**config.mk**
```make
export PLATFORM = sky130hd
export DESIGN_NAME = rst_sync_seq
export DESIGN_NICKNAME = d
export VERILOG_FILES = /design/src/rtl/rst_seq_pkg.sv /design/src/rtl/rst_sync_core.sv /design/src/rtl/rst_sync_seq.sv
export SDC_FILE = /design/constraint.sdc
export NUM_CORES = 1
export LEC_CHECK = 0
export CAP_MARGIN = 20
export CELL_PAD_IN_SITES_DETAIL_PLACEMENT = 0
export CELL_PAD_IN_SITES_GLOBAL_PLACEMENT = 1
export CORE_UTILIZATION = 40
export CTS_CLUSTER_SIZE = 10
export DETAILED_ROUTE_END_ITERATION = 8
export PLACE_DENSITY_LB_ADDON = 0.3
export SLEW_MARGIN = 20
export SYNTH_ARGS = -nofsm -noshare
export SYNTH_HDL_FRONTEND = slang
export SYNTH_SLANG_ARGS = --single-unit
```
**constraint.sdc**
```tcl
create_clock -name CLK -period 2.1 [get_ports CLK]
set_clock_uncertainty 0.2 [all_clocks]
set_input_delay 0.315 -clock CLK [delete_from_list [all_inputs] [get_ports CLK]]
set_output_delay 0.315 -clock CLK [all_outputs]
set_load 0.03 [all_outputs]
```
**src/rtl/rst_seq_pkg.sv**
```systemverilog
// Shared types and helpers for the reset synchroniser/sequencer.
// State enum, reset-cause encodings, counter/index width functions.
package rst_seq_pkg;

  typedef enum logic [1:0] {
    SYNC,
    HOLD,
    RELEASE,
    RUN
  } state_t;

  localparam logic CAUSE_HW = 1'b0;
  localparam logic CAUSE_SW = 1'b1;

  function automatic int cnt_width(
    input int hold,
    input int gap
  );
    int m;
    m = (hold > gap) ? hold : gap;
    if (m < 1) begin
      return 1;
    end
    return $clog2(m + 1);
  endfunction

  function automatic int idx_width(
    input int n
  );
    return (n > 1) ? $clog2(n) : 1;
  endfunction

endpackage

```
**src/rtl/rst_sync_core.sv**
```systemverilog
// NUM_STAGES-deep reset synchroniser: async assert, sync release.
// Ports: CLK, RST (async active-low), SYNC_OUT (synchronised reset_n).
module rst_sync_core
  import rst_seq_pkg::*;
#(
  parameter int NUM_STAGES = 2
) (
  input  logic CLK,
  input  logic RST,
  output logic SYNC_OUT
);

  logic [NUM_STAGES-1:0] chain;

  always_ff @(posedge CLK or negedge RST) begin
    if (!RST) begin
      chain <= '0;
    end else begin
      chain <= {chain[NUM_STAGES-2:0], 1'b1};
    end
  end

  assign SYNC_OUT = chain[NUM_STAGES-1];

endmodule

```
**src/rtl/rst_sync_seq.sv**
```systemverilog
// Reset synchroniser + hold stretcher + staggered per-channel release.
// Ports: CLK, RST, SW_RST_REQ in; SYNC_RST[NUM_CH], RST_DONE out;
// RST_CAUSE out only when RST_SEQ_CAUSE_EN is defined.
module rst_sync_seq
  import rst_seq_pkg::*;
#(
  parameter int NUM_STAGES  = 2,
  parameter int NUM_CH      = 3,
  parameter int HOLD_CYCLES = 4,
  parameter int GAP_CYCLES  = 2
) (
  input  logic              CLK,
  input  logic              RST,
  input  logic              SW_RST_REQ,
  output logic [NUM_CH-1:0] SYNC_RST,
  output logic              RST_DONE
`ifdef RST_SEQ_CAUSE_EN
  ,
  output logic              RST_CAUSE
`endif
);

  localparam int CW = cnt_width(HOLD_CYCLES, GAP_CYCLES);
  localparam int IW = idx_width(NUM_CH);

  localparam logic [CW-1:0] HOLD_LD = CW'(HOLD_CYCLES);
  localparam logic [CW-1:0] GAP_LD  = CW'(GAP_CYCLES);
  localparam logic [CW-1:0] CNT_ONE = CW'(1);
  localparam logic [IW-1:0] LAST_CH = IW'(NUM_CH - 1);
  localparam logic [IW-1:0] CH_ONE  = IW'(1);

  localparam bit ONE_SHOT = (NUM_CH == 1) || (GAP_CYCLES == 0);

  logic sync_n;

  state_t state_q, state_d;
  logic [CW-1:0] cnt_q, cnt_d;
  logic [IW-1:0] ch_q, ch_d;
  logic [NUM_CH-1:0] rst_q, rst_d;
  logic done_q, done_d;

  logic hold_act;
  logic sw_ok;
  logic [CW-1:0] hold_cnt;

  rst_sync_core #(
    .NUM_STAGES(NUM_STAGES)
  ) u_sync (
    .CLK     (CLK),
    .RST     (RST),
    .SYNC_OUT(sync_n)
  );

  // HOLD is entered on the edge where sync_n rises. That edge
  // is only visible one cycle later, so SYNC with sync_n high
  // acts as the first HOLD cycle with a full counter.
  assign hold_act = (state_q == HOLD) ||
                    ((state_q == SYNC) && sync_n);

  assign hold_cnt = (state_q == SYNC) ? HOLD_LD : cnt_q;

  assign sw_ok = SW_RST_REQ &&
                 ((state_q != SYNC) || sync_n);

  always_comb begin
    state_d = state_q;
    cnt_d   = cnt_q;
    ch_d    = ch_q;
    rst_d   = rst_q;
    done_d  = done_q;
    if (sw_ok) begin
      state_d = HOLD;
      cnt_d   = HOLD_LD;
      ch_d    = '0;
      rst_d   = '0;
      done_d  = 1'b0;
    end else begin
      unique case (1'b1)
        hold_act: begin
          if (hold_cnt == CNT_ONE) begin
            if (ONE_SHOT) begin
              rst_d   = '1;
              done_d  = 1'b1;
              state_d = RUN;
              cnt_d   = '0;
            end else begin
              rst_d   = NUM_CH'(1);
              state_d = RELEASE;
              cnt_d   = GAP_LD;
              ch_d    = CH_ONE;
            end
          end else begin
            state_d = HOLD;
            cnt_d   = hold_cnt - 1'b1;
          end
        end
        (state_q == RELEASE): begin
          if (cnt_q == CNT_ONE) begin
            rst_d = rst_q | (NUM_CH'(1) << ch_q);
            if (ch_q == LAST_CH) begin
              done_d  = 1'b1;
              state_d = RUN;
              cnt_d   = '0;
            end else begin
              ch_d  = ch_q + 1'b1;
              cnt_d = GAP_LD;
            end
          end else begin
            cnt_d = cnt_q - 1'b1;
          end
        end
        default: begin
        end
      endcase
    end
  end

  always_ff @(posedge CLK or negedge RST) begin
    if (!RST) begin
      state_q <= SYNC;
      cnt_q   <= '0;
      ch_q    <= '0;
      rst_q   <= '0;
      done_q  <= 1'b0;
    end else begin
      state_q <= state_d;
      cnt_q   <= cnt_d;
      ch_q    <= ch_d;
      rst_q   <= rst_d;
      done_q  <= done_d;
    end
  end

  assign SYNC_RST = rst_q;
  assign RST_DONE = done_q;

`ifdef RST_SEQ_CAUSE_EN
  logic cause_q;

  always_ff @(posedge CLK or negedge RST) begin
    if (!RST) begin
      cause_q <= CAUSE_HW;
    end else if (sw_ok) begin
      cause_q <= CAUSE_SW;
    end
  end

  assign RST_CAUSE = cause_q;
`endif

endmodule

```
==> impl_metrics.toml <==
[placed_design]
placed_cell_area_sq_um = 945
dp.cells = 122
port_buffers = 6
dp_hpwl_microns = 1280
place_congestion = 0.897

[cells_and_area]
final_cell_area_sq_um = 971
drive_gt1_share_pct = 14.1
utilization_pct = 50.0
stdcell_count = 126
n_antenna_cell = 0
nets = 110
nFillCells = 191
area_delta_synth_final_pct = 17.9
multi_input_area_sq_um = 447
regArea_sq_um = 325

[critical_path]
worstPathArrival_ns = 1.85
worstReg2RegEnd = "ch_q[0]"
ff2ff_path_depth = 6
slowest_stage = "dfrtp_1"
critPathRequiredTime_ns = 2.09
crit_path_end_kind = "flop"
cpPeakStageDelay_ns = 0.40
crit_chain = "o21ai_0 > ha_1 > nand3b_1 > o22ai_2 > a21oi_1 > a211oi_1"
cp-start-kind = "flop"
r2r_slack_ns = 0.24
reg2reg_from = "state_q[0]"
path_class = "reg2reg"
path_max_fanout = 4

[timing]
slew_viol_final = 0
period_minus_slack_ns = 1.86
max_freq_ghz = 0.537
maxSlewHeadroom_pct = 59.7
tightest_slew_ns = 0.602
setup_viol = 0
finalSetupTns_ns = 0
hold_ws_ns = 0.160
hold_violations = 0
rsz0062_at_grt = "false"
min_period_over_period_pct = 88.6

[synth]
syn_avg_cell_area_sq_um = 9.57
ys_ff_latch = 13
synth_fp_nets = 96
synth_edf_count = 0
ys_warn_count = 0
synth-seq-area-share_pct = 39.5
yosysTopAreaCellShare_pct = 39.5
syn_inst = 86
async_reset_ff_share_pct = 100
ys_types = 33
synth_area_sq_um = 823
yosys-top-cells-area = "dfrtp_1, ha_1, inv_1"
yosysTopAreaCell = "dfrtp_1"
synth_flop_cell = "dfrtp_1"

[grt]
grt_pass1_vias = 613
grt_usage_pct = 18.7
grt_antenna_before_repair = 0
grt_max_degree = 14
grt_pass1_wl_microns = 2860
grt-ovfl-total = 0

[floorplan]
dieArea_sq_um = 2240
top_level_ports = 7
die_y_microns = 47.4
die_width_microns = 47.4
row_count = 16
core-area_sq_um = 1940
start_util_pct = 42.4

[cts]
cts_setup_buffers = 0
clk_latency_ns = 0.28
clockBufferDepth = 2
cts_tree = "built"
cts_buffers = 3
cts.repair.resized = 0
htreeDepth = 1
hold_buffers = 0
cts_num_sinks = 13
clk_transition_reported_paths_ns = 0.09
clock_tree.root_cell = "clkbuf_4"

[drt]
routed_via_density = 5.35
drt-total-wl_microns = 1740
vias = 674
drtIter0Drc = 18
post-route-drc-count = 0
drtAntennaViolNets = 0
firstDrtPassIters = 4
routedWlPerCell_microns = 13.8

[run_status]
status = "finished clean"

[min_path]
min_path_type = "reg2reg"
holdPathEnd = "u_sync.chain[1]"
hold_start = "u_sync.chain[0]"
hold_depth = 0

[job]
cap_violations = 0

[power_and_ir_drop]
ir_drop_v = 0.000418
p_per_area_nw_per_um2 = 1000
leakage_uw = 0.000406
## Yosys cell counts, drive strengths merged (3+ instances only)
cell type / number
a211oi: 3
a21oi: 7
dfrtp: 13
ha: 7
inv: 11
nand2: 4
nor2: 4
o21ai: 8
o22ai: 3
## power by group
part / switching (uW) / internal [uW] / total, uW
clock: 87.8 / 73.7 / 161
combinational: 260 / 203 / 462
sequential: 52.1 / 296 / 348
## metal layers
metal  track usage, %  vias to the layer above  routed length, microns
met5                0                        -                       0
met4             8.57                        0                      31
met3             2.31                        5                      46
met2             29.9                        8                     813
met1             25.1                      327                     848
li1                 -                      334                       -
## worst max-delay path by stage
stage / from / to / slack, ns / cells after the start
2_1_floorplan: state_q[1] / cnt_q[2] / 0.18 / 7
3_3_place_gp: SW_RST_REQ / cnt_q[2] / 0.18 / 4
3_5_place_dp: SW_RST_REQ / cnt_q[2] / 0.16 / 4
4_1_cts: state_q[1] / cnt_q[2] / 0.22 / 6
5_1_grt: state_q[1] / ch_q[0] / 0.06 / 6
6_report: state_q[0] / ch_q[0] / 0.24 / 6
## layout by cell type (no fill, tap or decap)
cell type        synthesis  final
o21ai_1                  3      3
a21oi_1                  7      7
nand3b_1                 1      1
mux2i_1                  1      1
nor2_1                   4      4
a31oi_1                  1      1
o31ai_2                  1      1
nand2_1                  4      4
or3_4                    1      1
nor3_1                   2      2
a32o_1                   2      2
a211oi_1                 3      3
nand2b_1                 2      2
nand3_1                  1      1
a41oi_1                  1      1
o31a_1                   1      1
ha_1                     7      7
nor2b_1                  1      1
inv_2                    1      1
o22ai_1                  2      2
dfrtp_1                 13     13
nor3b_2                  1      1
conb_1                   1      1
o31ai_4                  1      1
clkdlybuf4s50_1          0      6
inv_1                   10     10
nand4b_1                 1      1
clkbuf_4                 0      3
o21ai_0                  5      5
a22o_1                   1      1
clkbuf_1                 0      1
buf_4                    0      5
a221o_1                  1      1
o21a_1                   2      2
o22ai_2                  1      1
or2b_1                   1      1
## area by class of cell
| class | count | area share, % |
|---|---|---|
| sequential | 13 | 33.5 |
| timing repair buffer | 11 | 10.1 |
| tap | 27 | 3.48 |
| clock buffer | 4 | 2.71 |
| inverter | 11 | 4.25 |
| multi-input combinational | 60 | 46.0 |
## worst max-delay path, delay by kind of cell (launching register included)
kind / cells / cell delay [ns]
AOI/OAI and AO/OA: 4 / 0.79
DFF: 1 / 0.40
and+or+nand+nor: 1 / 0.17
adders and majority gates: 1 / 0.23
## logic make-up (layout without fill, tap and decap cells)
group | after synthesis | count (layout) | synth area share, %
flip-flops | 13 | 13 | 39.5
adder cells (fa/ha/maj) | 7 | 7 | 10.6
other | 1 | 1 | 0.455
AND/OR/NAND/NOR | 19 | 19 | 13.5
multiplexers | 1 | 1 | 1.22
AO/OA/AOI/OAI | 32 | 32 | 28.4
buffers and inverters | 13 | 26 | 6.23
## per-stage QoR
step                      setup WS [ns]  power, uW
after floorplan                   0.182        686
after global placement            0.183        809
after detailed placement          0.158        814
after CTS                         0.220        979
after global routing             0.0573       1050
final                             0.239        972
## registers in the layout (all words and copies together) (netlist names)
register and cells:
RST_DONE 1, SYNC_RST 3, ch_q 2, cnt_q 3
state_q 2, u_sync.chain 2
Note: power is estimated with default switching activity, not from simulation.
